==> config.mk <==
export PLATFORM = sky130hd
export DESIGN_NAME = sram_port0_arbiter
export DESIGN_NICKNAME = d
export VERILOG_FILES = /design/src/rtl/sram_port0_arbiter.sv
export SDC_FILE = /design/constraint.sdc
export NUM_CORES = 1
export LEC_CHECK = 0
export CORE_AREA = 3 3 92 94
export CTS_BUF_LIST = sky130_fd_sc_hd__clkbuf_4
export DETAILED_ROUTE_END_ITERATION = 7
export DIE_AREA = 0 0 95 97
export PLACE_DENSITY = 0.85
export SETUP_SLACK_MARGIN = 0.3
export SLEW_MARGIN = 20
export SYNTH_ARGS = -nofsm -noshare
export SYNTH_HDL_FRONTEND = slang
export SYNTH_SLANG_ARGS = --single-unit
==> constraint.sdc <==
create_clock -name clk -period 1.89 [get_ports clk]
set_input_delay 0.4725 -clock clk [delete_from_list [all_inputs] [get_ports clk]]
set_output_delay 0.4725 -clock clk [all_outputs]
set_load 0.02 [all_outputs]
==> src/rtl/sram_port0_arbiter.sv <==
`default_nettype none
// +-----------------------------------------------------------------------------+
// | sram_port0_arbiter: round-robin arbiter with bounded burst lock that shares |
// | the single RW port of a 32x256 SRAM macro between requesters A and B. Rev 1.0|
// +-----------------------------------------------------------------------------+
module sram_port0_arbiter #(
   parameter int ADDR_WIDTH = 8,
   parameter int DATA_WIDTH = 32,
   parameter int NUM_WMASKS = 4,
   parameter int MAX_BURST  = 4
) (
   input  logic                  clk,
   input  logic                  reset,
   input  logic                  a_req,
   input  logic                  a_we,
   input  logic [NUM_WMASKS-1:0] a_wmask,
   input  logic [ADDR_WIDTH-1:0] a_addr,
   input  logic [DATA_WIDTH-1:0] a_wdata,
   input  logic                  a_lock,
   output logic                  a_gnt,
   output logic                  a_rvalid,
   output logic [DATA_WIDTH-1:0] a_rdata,
   input  logic                  b_req,
   input  logic                  b_we,
   input  logic [NUM_WMASKS-1:0] b_wmask,
   input  logic [ADDR_WIDTH-1:0] b_addr,
   input  logic [DATA_WIDTH-1:0] b_wdata,
   input  logic                  b_lock,
   output logic                  b_gnt,
   output logic                  b_rvalid,
   output logic [DATA_WIDTH-1:0] b_rdata,
   output logic                  sram_csb0,
   output logic                  sram_web0,
   output logic [NUM_WMASKS-1:0] sram_wmask0,
   output logic [ADDR_WIDTH-1:0] sram_addr0,
   output logic [DATA_WIDTH-1:0] sram_din0,
   input  logic [DATA_WIDTH-1:0] sram_dout0
);

   localparam int            CW    = $clog2(MAX_BURST) + 1;
   localparam logic [CW-1:0] C_MAX = CW'(MAX_BURST);
   localparam logic [CW-1:0] C_ONE = CW'(1);

   typedef enum logic {PORT_A = 1'b0, PORT_B = 1'b1} port_t;

   port_t         last_gnt_q, last_gnt_d;
   logic          lock_valid_q, lock_valid_d;
   port_t         lock_owner_q, lock_owner_d;
   logic [CW-1:0] lock_cnt_q, lock_cnt_d;
   logic          rsp_pending_q, rsp_pending_d;
   port_t         rsp_port_q, rsp_port_d;

   logic          w_sel_a, w_sel_b, w_granted, w_active;
   port_t         w_gport;
   logic          w_gwe, w_glock, w_other_req, w_owner_req;
   logic [CW-1:0] w_cnt_inc;

   always_comb begin
      w_sel_a     = 1'b0;
      w_sel_b     = 1'b0;
      w_owner_req = (lock_owner_q == PORT_A) ? a_req : b_req;
      if (lock_valid_q && w_owner_req) begin
         w_sel_a = (lock_owner_q == PORT_A);
         w_sel_b = (lock_owner_q == PORT_B);
      end else if (a_req && !b_req) begin
         w_sel_a = 1'b1;
      end else if (b_req && !a_req) begin
         w_sel_b = 1'b1;
      end else if (a_req && b_req) begin
         w_sel_a = (last_gnt_q == PORT_B);
         w_sel_b = (last_gnt_q == PORT_A);
      end
   end

   assign w_granted   = w_sel_a | w_sel_b;
   assign w_gport     = w_sel_b ? PORT_B : PORT_A;
   assign w_gwe       = w_sel_b ? b_we   : a_we;
   assign w_glock     = w_sel_b ? b_lock : a_lock;
   assign w_other_req = w_sel_b ? a_req  : b_req;

   always_comb begin
      last_gnt_d    = w_granted ? w_gport : last_gnt_q;
      rsp_pending_d = w_granted && !w_gwe;
      rsp_port_d    = w_gport;
      lock_valid_d  = lock_valid_q;
      lock_owner_d  = lock_owner_q;
      lock_cnt_d    = lock_cnt_q;
      w_cnt_inc     = C_ONE;
      // An owner that stops requesting gives up the lock before the grant is judged
      if (lock_valid_q && !w_owner_req) begin
         lock_valid_d = 1'b0;
         lock_cnt_d   = '0;
      end
      if (w_granted) begin
         if (w_glock) begin
            if (lock_valid_d && lock_owner_d == w_gport) begin
               w_cnt_inc = (lock_cnt_q >= C_MAX) ? C_MAX : lock_cnt_q + C_ONE;
            end
            if (w_other_req && w_cnt_inc >= C_MAX) begin
               lock_valid_d = 1'b0;
               lock_cnt_d   = '0;
            end else begin
               lock_valid_d = 1'b1;
               lock_owner_d = w_gport;
               lock_cnt_d   = w_cnt_inc;
            end
         end else begin
            lock_valid_d = 1'b0;
            lock_cnt_d   = '0;
         end
      end
   end

   always_ff @(posedge clk) begin
      if (reset) begin
         last_gnt_q    <= PORT_B;
         lock_valid_q  <= 1'b0;
         lock_owner_q  <= PORT_A;
         lock_cnt_q    <= '0;
         rsp_pending_q <= 1'b0;
         rsp_port_q    <= PORT_A;
      end else begin
         last_gnt_q    <= last_gnt_d;
         lock_valid_q  <= lock_valid_d;
         lock_owner_q  <= lock_owner_d;
         lock_cnt_q    <= lock_cnt_d;
         rsp_pending_q <= rsp_pending_d;
         rsp_port_q    <= rsp_port_d;
      end
   end

   // Outputs are forced idle while reset is asserted, including in-flight responses
   assign w_active    = !reset && w_granted;
   assign a_gnt       = !reset && w_sel_a;
   assign b_gnt       = !reset && w_sel_b;
   assign sram_csb0   = !w_active;
   assign sram_web0   = w_active ? !w_gwe : 1'b1;
   assign sram_wmask0 = (w_active && w_gwe) ? (w_sel_b ? b_wmask : a_wmask) : '0;
   assign sram_addr0  = w_active ? (w_sel_b ? b_addr : a_addr) : '0;
   assign sram_din0   = w_active ? (w_sel_b ? b_wdata : a_wdata) : '0;

   assign a_rvalid = !reset && rsp_pending_q && (rsp_port_q == PORT_A);
   assign b_rvalid = !reset && rsp_pending_q && (rsp_port_q == PORT_B);
   assign a_rdata  = a_rvalid ? sram_dout0 : '0;
   assign b_rdata  = b_rvalid ? sram_dout0 : '0;

endmodule
`default_nettype wire

==> flow_summary.json, run 1 <==
{
  "cp_data_arrival_time_ps": 1910,
  "avgViaCountPerCell": 5.04,
  "failed_checks": "negative setup slack",
  "synth_common_cells": "and2_1 (65), nand3_1 (48), a21oi_1 (41)",
  "wire_per_inst_um": 21.0,
  "die_y_um": 97,
  "leakagePower_uw": 0.00270,
  "yosysSeqAreaShare": 0.0936,
  "final.setup.worst_slack_ps": -496,
  "final_nets": 720,
  "hp-class": "reg2reg",
  "htree_levels": 1,
  "critPathTopFamily": "buffers and inverters",
  "tritoncts": "built",
  "yosysMostFrequentCell": "and2_1",
  "relSlewSlack": 0.640,
  "critPathMaxFanout": 8,
  "final_hold_viol_count": 0,
  "cts_buffers": 3,
  "n_antenna_cell": 0,
  "slew_violations": 0,
  "gp_congestion": 0.921,
  "setup_viol": 106,
  "vias": 3480,
  "p_per_area_nw_per_um2": 304,
  "place_area_um2": 5040,
  "ys_dominant_reg_cell": "dfxtp_1",
  "final_util": 0.868,
  "fp-row-count": 32,
  "crit_path_max_incr_delay_ps": 370,
  "synthCells": 288,
  "hpwl_um": 8480,
  "instances_no_fill": 690,
  "rsz0062_at_grt": "yes",
  "synth_top_area_share": 0.238,
  "drtIter0Drc": 86,
  "path_buf_inv": 4,
  "firstDrtPassIters": 4,
  "fin_skew_ps": 8.34,
  "grt.overflow.total": 0,
  "synth_area_leaders": "and2_1 (24%), nand3_1 (14%), a21oi_1 (12%)",
  "yosysUniqueCellTypes": 37,
  "grt_pass1_wl_um": 19800,
  "critical_path.slowest_cell": "dfxtp_4",
  "grt_max_degree": 25,
  "syn_to_final_growth_pct": 292,
  "design_area_um2": 6710,
  "syn_nets": 418,
  "synthArstFlopShare": 0,
  "avgSynthCellArea_um2": 5.94,
  "grt_pass1_vias": 3659,
  "synth-seq-cells": 8,
  "dp.cells": 629,
  "antenna_found_initial": 0,
  "tightest_slew_ps": 540,
  "finalCritPeriodShare": 1.26,
  "netlist_area_um2": 1710,
  "max_cap_viol_count": 0,
  "port_buffers": 241,
  "die-area_um2": 9220,
  "max_freq_mhz": 419,
  "synth_edf_count": 0,
  "worstSetupEndpointType": "output port",
  "cts_hold_buf": 0,
  "cp_cell_sequence": "and2b_2, o21ai_4, buf_12, buf_12, buf_12, nand3_2, a21oi_4, buf_6",
  "crit_top_cell": "buf_12",
  "drive_gt1_frac": 0.646,
  "clockBufferDepth": 2,
  "clk_latency_ps": 280,
  "cts_root_buf": "clkbuf_4",
  "wirelength_um": 14500,
  "grt.total_usage": 0.272,
  "drc_errors": 0,
  "crit_path_start_kind": "register",
  "initial_core_util": 0.222,
  "ant_nets": 0,
  "setup_tns_ps": -23930,
  "synth_warnings": 0,
  "clock_sinks": 8,
  "ios": 242,
  "path_class": "reg2out",
  "die_w_um": 95,
  "outcome": "complete, but fails checks",
  "path_clk_slew_ps": 50,
  "period_needed_ps": 2390,
  "crit_required_ps": 1420,
  "core_um2": 7730,
  "irDropWorstVdd_mv": 0.265,
  "yosysTopAreaCell": "and2_1"
}
[registers in the layout (all words and copies together), names as in the netlist]
register       cells
lock_cnt_q         3
last_gnt_q         1
lock_owner_q       1
lock_valid_q       1
rsp_pending_q      1
rsp_port_q         1
[metrics by stage]
step | total power [uW] | setup slack [ps] | hold slack (ps)
after floorplan | 808 | 120 | 450
after global placement | 1340 | -948 | 468
after detailed placement | 1360 | -1000 | 481
after CTS | 1790 | -463 | 490
after global routing | 2130 | -559 | 521
final | 2040 | -496 | 492
[report_power, final]
group / leakage (uW) / switching [uW] / internal [uW]
Sequential: 0.0000675 / 12.4 / 181
Combinational: 0.00262 / 774 / 926
Clock: 0.0000138 / 72.5 / 73.6
Total: 0.00270 / 859 / 1180
[cell families (layout without fill, tap and decap cells)]
family / count (synthesis) / in the layout / synth area share
buffers and inverters: 37 / 337 / 0.0885
and+or+nand+nor: 140 / 140 / 0.458
AOI/OAI and AO/OA: 96 / 96 / 0.315
muxes: 5 / 5 / 0.0300
DFF: 8 / 8 / 0.0936
adders and majority gates: 2 / 2 / 0.0146
[layout make-up]
class                           instances  area, um2
Timing Repair Buffer                  326       3830
Multi-Input combinational cell        243       2520
Fill cell                             391       1020
Sequential cell                         8        168
Tap cell                              102        128
Inverter                                8       32.5
Clock buffer                            3       22.5
[layout by cell type (no fill, tap or decap), types with 12 or more instances in the layout]
master,n
nand3_2,21
clkdlybuf4s50_1,122
o21ai_1,30
buf_12,18
nand3_4,17
buf_4,24
a21oi_4,40
and2_4,64
buf_6,142
buf_16,12
[what timing repair did]
action / in CTS / in global routing
pin swaps: 39 / 46
endpoints found under the setup margin: 119 / 118
buffers inserted: 32 / 11
gates cloned: 13 / 2
gates resized for setup: 775 / 131
[worst min-delay path: cells and delay by family (launching register included)]
kind,cells,cell delay (ps)
flops,1,330
simple gates,1,60
compound gates,1,50
[path summary, 6_finish.rpt]
| path | startpoint | to | slack, ps | cells past startpoint |
|---|---|---|---|---|
| setup / recovery | lock_valid_q | sram_din0[18] | -500 | 8 |
| hold / removal | lock_cnt_q[0] | lock_cnt_q[0] | 490 | 2 |
| setup reg to reg | lock_valid_q | rsp_pending_q | 140 | 9 |
| hold reg to reg | lock_cnt_q[0] | lock_cnt_q[0] | 490 | 2 |
[routing by layer]
layer  global-route usage  vias to the layer above  part of all wire  wire, um
met5                    0                        -                 0         0
met4               0.0633                        0             0.024       348
met3               0.0638                       30             0.068       991
met2                0.524                      160              0.54      7810
met1                0.291                     1672              0.37      5320
li1                     -                     1618                 -         -
(Power assumes the default switching activity.)
==> run 2: changes to the inputs <==
==> config.mk (replaced) <==
export PLATFORM = sky130hd
export DESIGN_NAME = sram_port0_arbiter
export DESIGN_NICKNAME = d
export VERILOG_FILES = /design/src/rtl/sram_port0_arbiter.sv
export SDC_FILE = /design/constraint.sdc
export NUM_CORES = 1
export LEC_CHECK = 0
export CELL_PAD_IN_SITES_DETAIL_PLACEMENT = 1
export CELL_PAD_IN_SITES_GLOBAL_PLACEMENT = 2
export CORE_ASPECT_RATIO = 1.2
export CORE_MARGIN = 3
export CORE_UTILIZATION = 10
export CTS_BUF_LIST = sky130_fd_sc_hd__clkbuf_4
export DETAILED_ROUTE_END_ITERATION = 7
export PLACE_DENSITY = 0.95
export SETUP_SLACK_MARGIN = 0.3
export SLEW_MARGIN = 5
export SYNTH_ARGS = -nofsm -noshare
export SYNTH_HDL_FRONTEND = slang
export SYNTH_SLANG_ARGS = --single-unit
==> run 2 against run 1 <==
The run still ends with negative setup slack left; combinational power about the same; critical endpoint is now sram_din0[24]; setup slack gained 40 ps; sequential cell count is the same; largest cell class unchanged; highest routed layer is now met5; global-route usage fell by 11 points.
==> flow_summary.json, run 2 (synthesized netlist as in run 1, its figures left out) <==
{
  "largest-register": "lock_cnt_q",
  "met3_usage": 0.0261,
  "gr-max-usage-layer": "met2",
  "antenna_found_initial": 1,
  "gp_congestion": 0.906,
  "finalCritPeriodShare": 1.24,
  "failed_checks": "negative setup slack",
  "die_y_um": 149,
  "hp-class": "in2reg",
  "avgViaCountPerCell": 4.33,
  "largest_register_ffs": 3,
  "wire_per_inst_um": 20.3,
  "hpwl_um": 10700,
  "max_freq_mhz": 426,
  "final_hold_viol_count": 0,
  "r2r_start": "lock_owner_q",
  "wirelength_um": 16400,
  "final.setup.worst_slack_ps": -456,
  "regToRegEndpoint": "lock_owner_q",
  "register_area_um2": 164,
  "clock_sinks": 8,
  "die-area_um2": 18700,
  "port_buffers": 241,
  "drc_errors": 0,
  "instances_no_fill": 808,
  "max_cap_viol_count": 0,
  "core_um2": 16500,
  "ant_nets": 0,
  "dp.cells": 739,
  "period_needed_ps": 2350,
  "cp_data_arrival_time_ps": 1870,
  "relSlewSlack": 0.646,
  "startpoint": "lock_owner_q",
  "met1_usage": 0.167,
  "grt_pass1_vias": 4057,
  "grt.overflow.total": 0,
  "firstDrtPassIters": 4,
  "worstSetupEndpointType": "output port",
  "tritoncts": "built",
  "initial_core_util": 0.104,
  "final_nets": 728,
  "grt_max_degree": 27,
  "syn_to_final_growth_pct": 301,
  "cts_root_buf": "clkbuf_4",
  "p_total_uw": 2060,
  "vias": 3500,
  "crit_path_start_kind": "register",
  "drive_gt1_frac": 0.643,
  "grt_pass1_wl_um": 23700,
  "setup_tns_ps": -26580,
  "fin_skew_ps": 5.19,
  "final_util": 0.415,
  "path_class": "reg2out",
  "crit_path_end": "sram_din0[24]",
  "htree_levels": 1,
  "r2r_setup_slack_ps": 160,
  "critPathMaxFanout": 6,
  "outcome": "complete, but fails checks",
  "cts_buffers": 3,
  "clockBufferDepth": 2,
  "irDropWorstVdd_mv": 0.161,
  "fp-row-count": 51,
  "drtIter0Drc": 44,
  "hold_slack_ps": 402,
  "final_common_cell": "buf_6",
  "ios": 242,
  "rsz0062_at_grt": "yes",
  "grt.total_usage": 0.161,
  "most-common-layout-cells": "buf_6 (133), clkdlybuf4s50_1 (124), and2_4 (64), a21oi_4 (40), buf_4 (30)",
  "filler_cell_count": 1793,
  "n_antenna_cell": 0,
  "leakagePower_uw": 0.00273,
  "multiInputGateArea_um2": 2420,
  "grt_use_met2": 0.332,
  "p_per_area_nw_per_um2": 300,
  "cts_hold_buf": 0,
  "r2r.worst_path.cells": 9,
  "tightest_slew_ps": 525,
  "die_w_um": 125,
  "crit_required_ps": 1420,
  "setup_viol": 113,
  "clk_latency_ps": 260,
  "path_clk_slew_ps": 60,
  "slew_violations": 0
}
## run 2: metal layers
metal / share of wire / wire length [um]
met1: 0.36 / 5840
met4: 0.018 / 303
met2: 0.57 / 9320
met3: 0.057 / 937
met5: 0.00067 / 11
## run 2: where the power goes
part | internal [uW] | switching [uW] | total, uW | leakage, uW
Sequential | 181 | 11.2 | 192 | 0.0000662
Clock | 73.1 | 64.3 | 137 | 0.0000138
Combinational | 957 | 774 | 1730 | 0.00265
Total | 1210 | 850 | 2060 | 0.00273
## run 2: timing repair
| item | 4_1_cts | 5_1_grt |
|---|---|---|
| cloned | 12 | 1 |
| pin swaps | 45 | 16 |
| setup buffers | 40 | 13 |
| setup endpoints to repair | 121 | 119 |
| gates resized for setup | 824 | 48 |
## run 2: critical path, cell delays in order, from the launching register on
cell and delay, ps:
dfxtp_2 330, and2b_2 240, o21ai_4 150, buf_12 140, buf_12 100, buf_8 110, buf_16 130, nand3_4 80
a21oi_4 180, buf_6 140
## run 2: area by class of cell
cell class                      instances  area share
Timing Repair Buffer                  334       0.577
Multi-Input combinational cell        243       0.353
Tap cell                              212      0.0387
Sequential cell                         8      0.0239
Inverter                                8     0.00474
Clock buffer                            3     0.00328
## run 2: metrics by stage
step / area [um2] / setup WS (ps)
global placement: 5270 / -1010
finish: 6860 / -456
CTS: 6530 / -436
global route: 6860 / -511
floorplan: 2500 / 120
detailed placement: 5270 / -1050
## run 2: how the worst min path moves through the flow
stage                  startpoint       endpoint  depth (start not counted)
global route                a_req     last_gnt_q                          2
global placement    lock_cnt_q[1]  lock_cnt_q[1]                          2
floorplan              last_gnt_q     last_gnt_q                          2
CTS                         a_req     last_gnt_q                          2
finish                      a_req     last_gnt_q                          2
detailed placement     last_gnt_q     last_gnt_q                          2
==> RTL edit (flow settings as in run 1) <==
The parameter `ADDR_WIDTH` goes from 8 to 9.
--- a/src/rtl/sram_port0_arbiter.sv
+++ b/src/rtl/sram_port0_arbiter.sv
@@ -4,7 +4,7 @@
 // | the single RW port of a 32x256 SRAM macro between requesters A and B. Rev 1.0|
 // +-----------------------------------------------------------------------------+
 module sram_port0_arbiter #(
-   parameter int ADDR_WIDTH = 8,
+   parameter int ADDR_WIDTH = 9,
    parameter int DATA_WIDTH = 32,
    parameter int NUM_WMASKS = 4,
    parameter int MAX_BURST  = 4
Ports: changed (resized a_addr, b_addr and sram_addr0); port bits go from 242 to 245. The function was not compared with the original's and may differ.
==> RTL edit against run 1 <==
  * The flow still finishes with violations (negative setup slack)
  * Sequential cell count unchanged
  * Cell count rose by 0.87%
  * Maximum frequency is 3.3% higher
  * Total power fell by 9.8%
  * Final area shrank 4.8%
  * Combinational power down 11%
  * Area after synthesis down 10%
  * Die area did not move
  * Wire length fell by 9.3%
  * Setup slack gained 0.077 ns
  * Critical path type unchanged
  * Largest cell class unchanged
==> RTL edit: results (changes against run 1) <==
INFO  metric grt_max_degree = 17 (was 25)
INFO  metric p_switching = 0.737 mW (was 0.859 mW)
INFO  metric critPathMaxStageDelay = 0.34 ns (was 0.37 ns)
INFO  metric final_critical_path_setup_slack = -0.419 ns (was -0.496 ns)
INFO  metric via_count_of_the_first_global_routing_pass = 3,584 (was 3,659)
INFO  metric globalRouteTotalUtil = 0.265 (was 0.272)
INFO  metric total_leakage_power = 2.78 nW (was 2.70 nW)
INFO  metric run_status = complete, but fails checks (unchanged)
INFO  metric detailedRoute.firstIterationViolations = 52 (was 86)
INFO  metric final-setup-viol-count = 82 (was 106)
INFO  metric detail_route.wirelength = 13.1 mm (was 14.5 mm)
INFO  metric timing.clock.skew = 0.00558 ns (was 0.00834 ns)
INFO  metric placement.setup.worst_slack = -0.968 ns (was -1.00 ns)
INFO  metric seq_area_frac_synth = 0.104 (was 0.0936)
INFO  metric critPathArrivalTime = 1.84 ns (was 1.91 ns)
INFO  metric timing.critical_path.fanout_max = 6 (was 8)
INFO  metric timing.setup.tns = -19.32 ns (was -23.93 ns)
INFO  metric dpl-instance-area = 4980 sq um (was 5040 sq um)
INFO  metric cp_slowest_cell = sky130_fd_sc_hd__dfxtp_2 (was sky130_fd_sc_hd__dfxtp_4)
INFO  metric netlist_top_cells_count = sky130_fd_sc_hd__nand2_1 (88), sky130_fd_sc_hd__and2_1 (65), sky130_fd_sc_hd__a21oi_1 (49) (was sky130_fd_sc_hd__and2_1 (65), sky130_fd_sc_hd__nand3_1 (48), sky130_fd_sc_hd__a21oi_1 (41))
INFO  metric viasPerCell = 4.77 (was 5.04)
INFO  metric netlist-cell-type-count = 27 (was 37)
INFO  metric globalplace.congestion = 0.856 (was 0.921)
INFO  metric port_buffers = 244 (was 241)
INFO  metric worstMarginPinSlew = 0.321 ns (was 0.540 ns)
INFO  metric synth_fp_nets = 409 (was 418)
INFO  metric vdd_ir_drop_max = 0.219 mV (was 0.265 mV)
INFO  metric design.final.nets = 728 (was 720)
INFO  metric failed_checks = negative setup slack (unchanged)
==> RTL edit: changes by cell type after synthesis, moves of 3 or more <==
cell | run 1 | this run
sky130_fd_sc_hd__a21oi_1 | 41 | 49
sky130_fd_sc_hd__buf_4 | 1 | 4
sky130_fd_sc_hd__clkbuf_1 | 21 | 10
sky130_fd_sc_hd__inv_1 | 7 | 3
sky130_fd_sc_hd__nand2_1 | 7 | 88
sky130_fd_sc_hd__nand3_1 | 48 | 9
sky130_fd_sc_hd__nor2_1 | 7 | 4
sky130_fd_sc_hd__nor2b_1 | 1 | 5
sky130_fd_sc_hd__o21ai_0 | 35 | 4
sky130_fd_sc_hd__o21ai_1 | 8 | 0
==> RTL edit: per-layer routing <==
layer / vias to the layer above / wire length [um] / track usage
met2: 169 / 7090 / 0.500
met1: 1572 / 4620 / 0.274
met5: - / 0 / 0
met4: 0 / 512 / 0.119
li1: 1545 / - / -
met3: 34 / 906 / 0.0482
==> RTL edit: kinds of logic after synthesis <==
group / after synthesis / synth area share
multiplexers: 2 / 0.0130
AO/OA/AOI/OAI: 59 / 0.203
adder cells (fa/ha/maj): 2 / 0.0163
flip-flops: 8 / 0.104
AND/OR/NAND/NOR: 180 / 0.579
buffers and inverters: 26 / 0.0846
==> RTL edit: power by group through the flow <==
stage	sequential, mW	clock, mW	combinational (mW)
2_1_floorplan	0.188	0	0.555
3_3_place_gp	0.188	0	1.09
3_5_place_dp	0.188	0	1.11
4_1_cts	0.189	0.142	1.45
5_1_grt	0.189	0.155	1.57
6_report	0.188	0.145	1.51
==> RTL edit: area by class of cell <==
cell class                      count  area, sq um
Inverter                            3         23.8
Fill cell                         414         1340
Timing Repair Buffer              332         3770
Tap cell                          102          128
Clock buffer                        3         22.5
Multi-Input combinational cell    248         2270
Sequential cell                     8          170
==> RTL edit: path summary, 6_finish.rpt <==
kind / startpoint / to / slack [ns] / depth (start not counted)
setup / recovery: lock_valid_q / sram_din0[9] / -0.42 / 9
hold / removal: lock_cnt_q[1] / lock_cnt_q[1] / 0.48 / 2
hold reg to reg: lock_cnt_q[1] / lock_cnt_q[1] / 0.48 / 2
setup reg to reg: lock_valid_q / rsp_pending_q / 0.24 / 8
==> RTL edit: timing repair <==
action | 4_1_cts | 5_1_grt
pin swaps | 47 | 28
hold endpoints to repair | 0 | 0
resized for setup | 837 | 28
setup buffers | 49 | 6
endpoints found under the setup margin | 120 | 119
hold buffers | 0 | 0
gates cloned | 14 | 1
==> RTL edit: through the flow <==
stage	power, mW	instances
3_5_place_dp	1.30	623
6_report	1.84	696
2_1_floorplan	0.743	277
3_3_place_gp	1.28	623
5_1_grt	1.92	696
4_1_cts	1.78	689
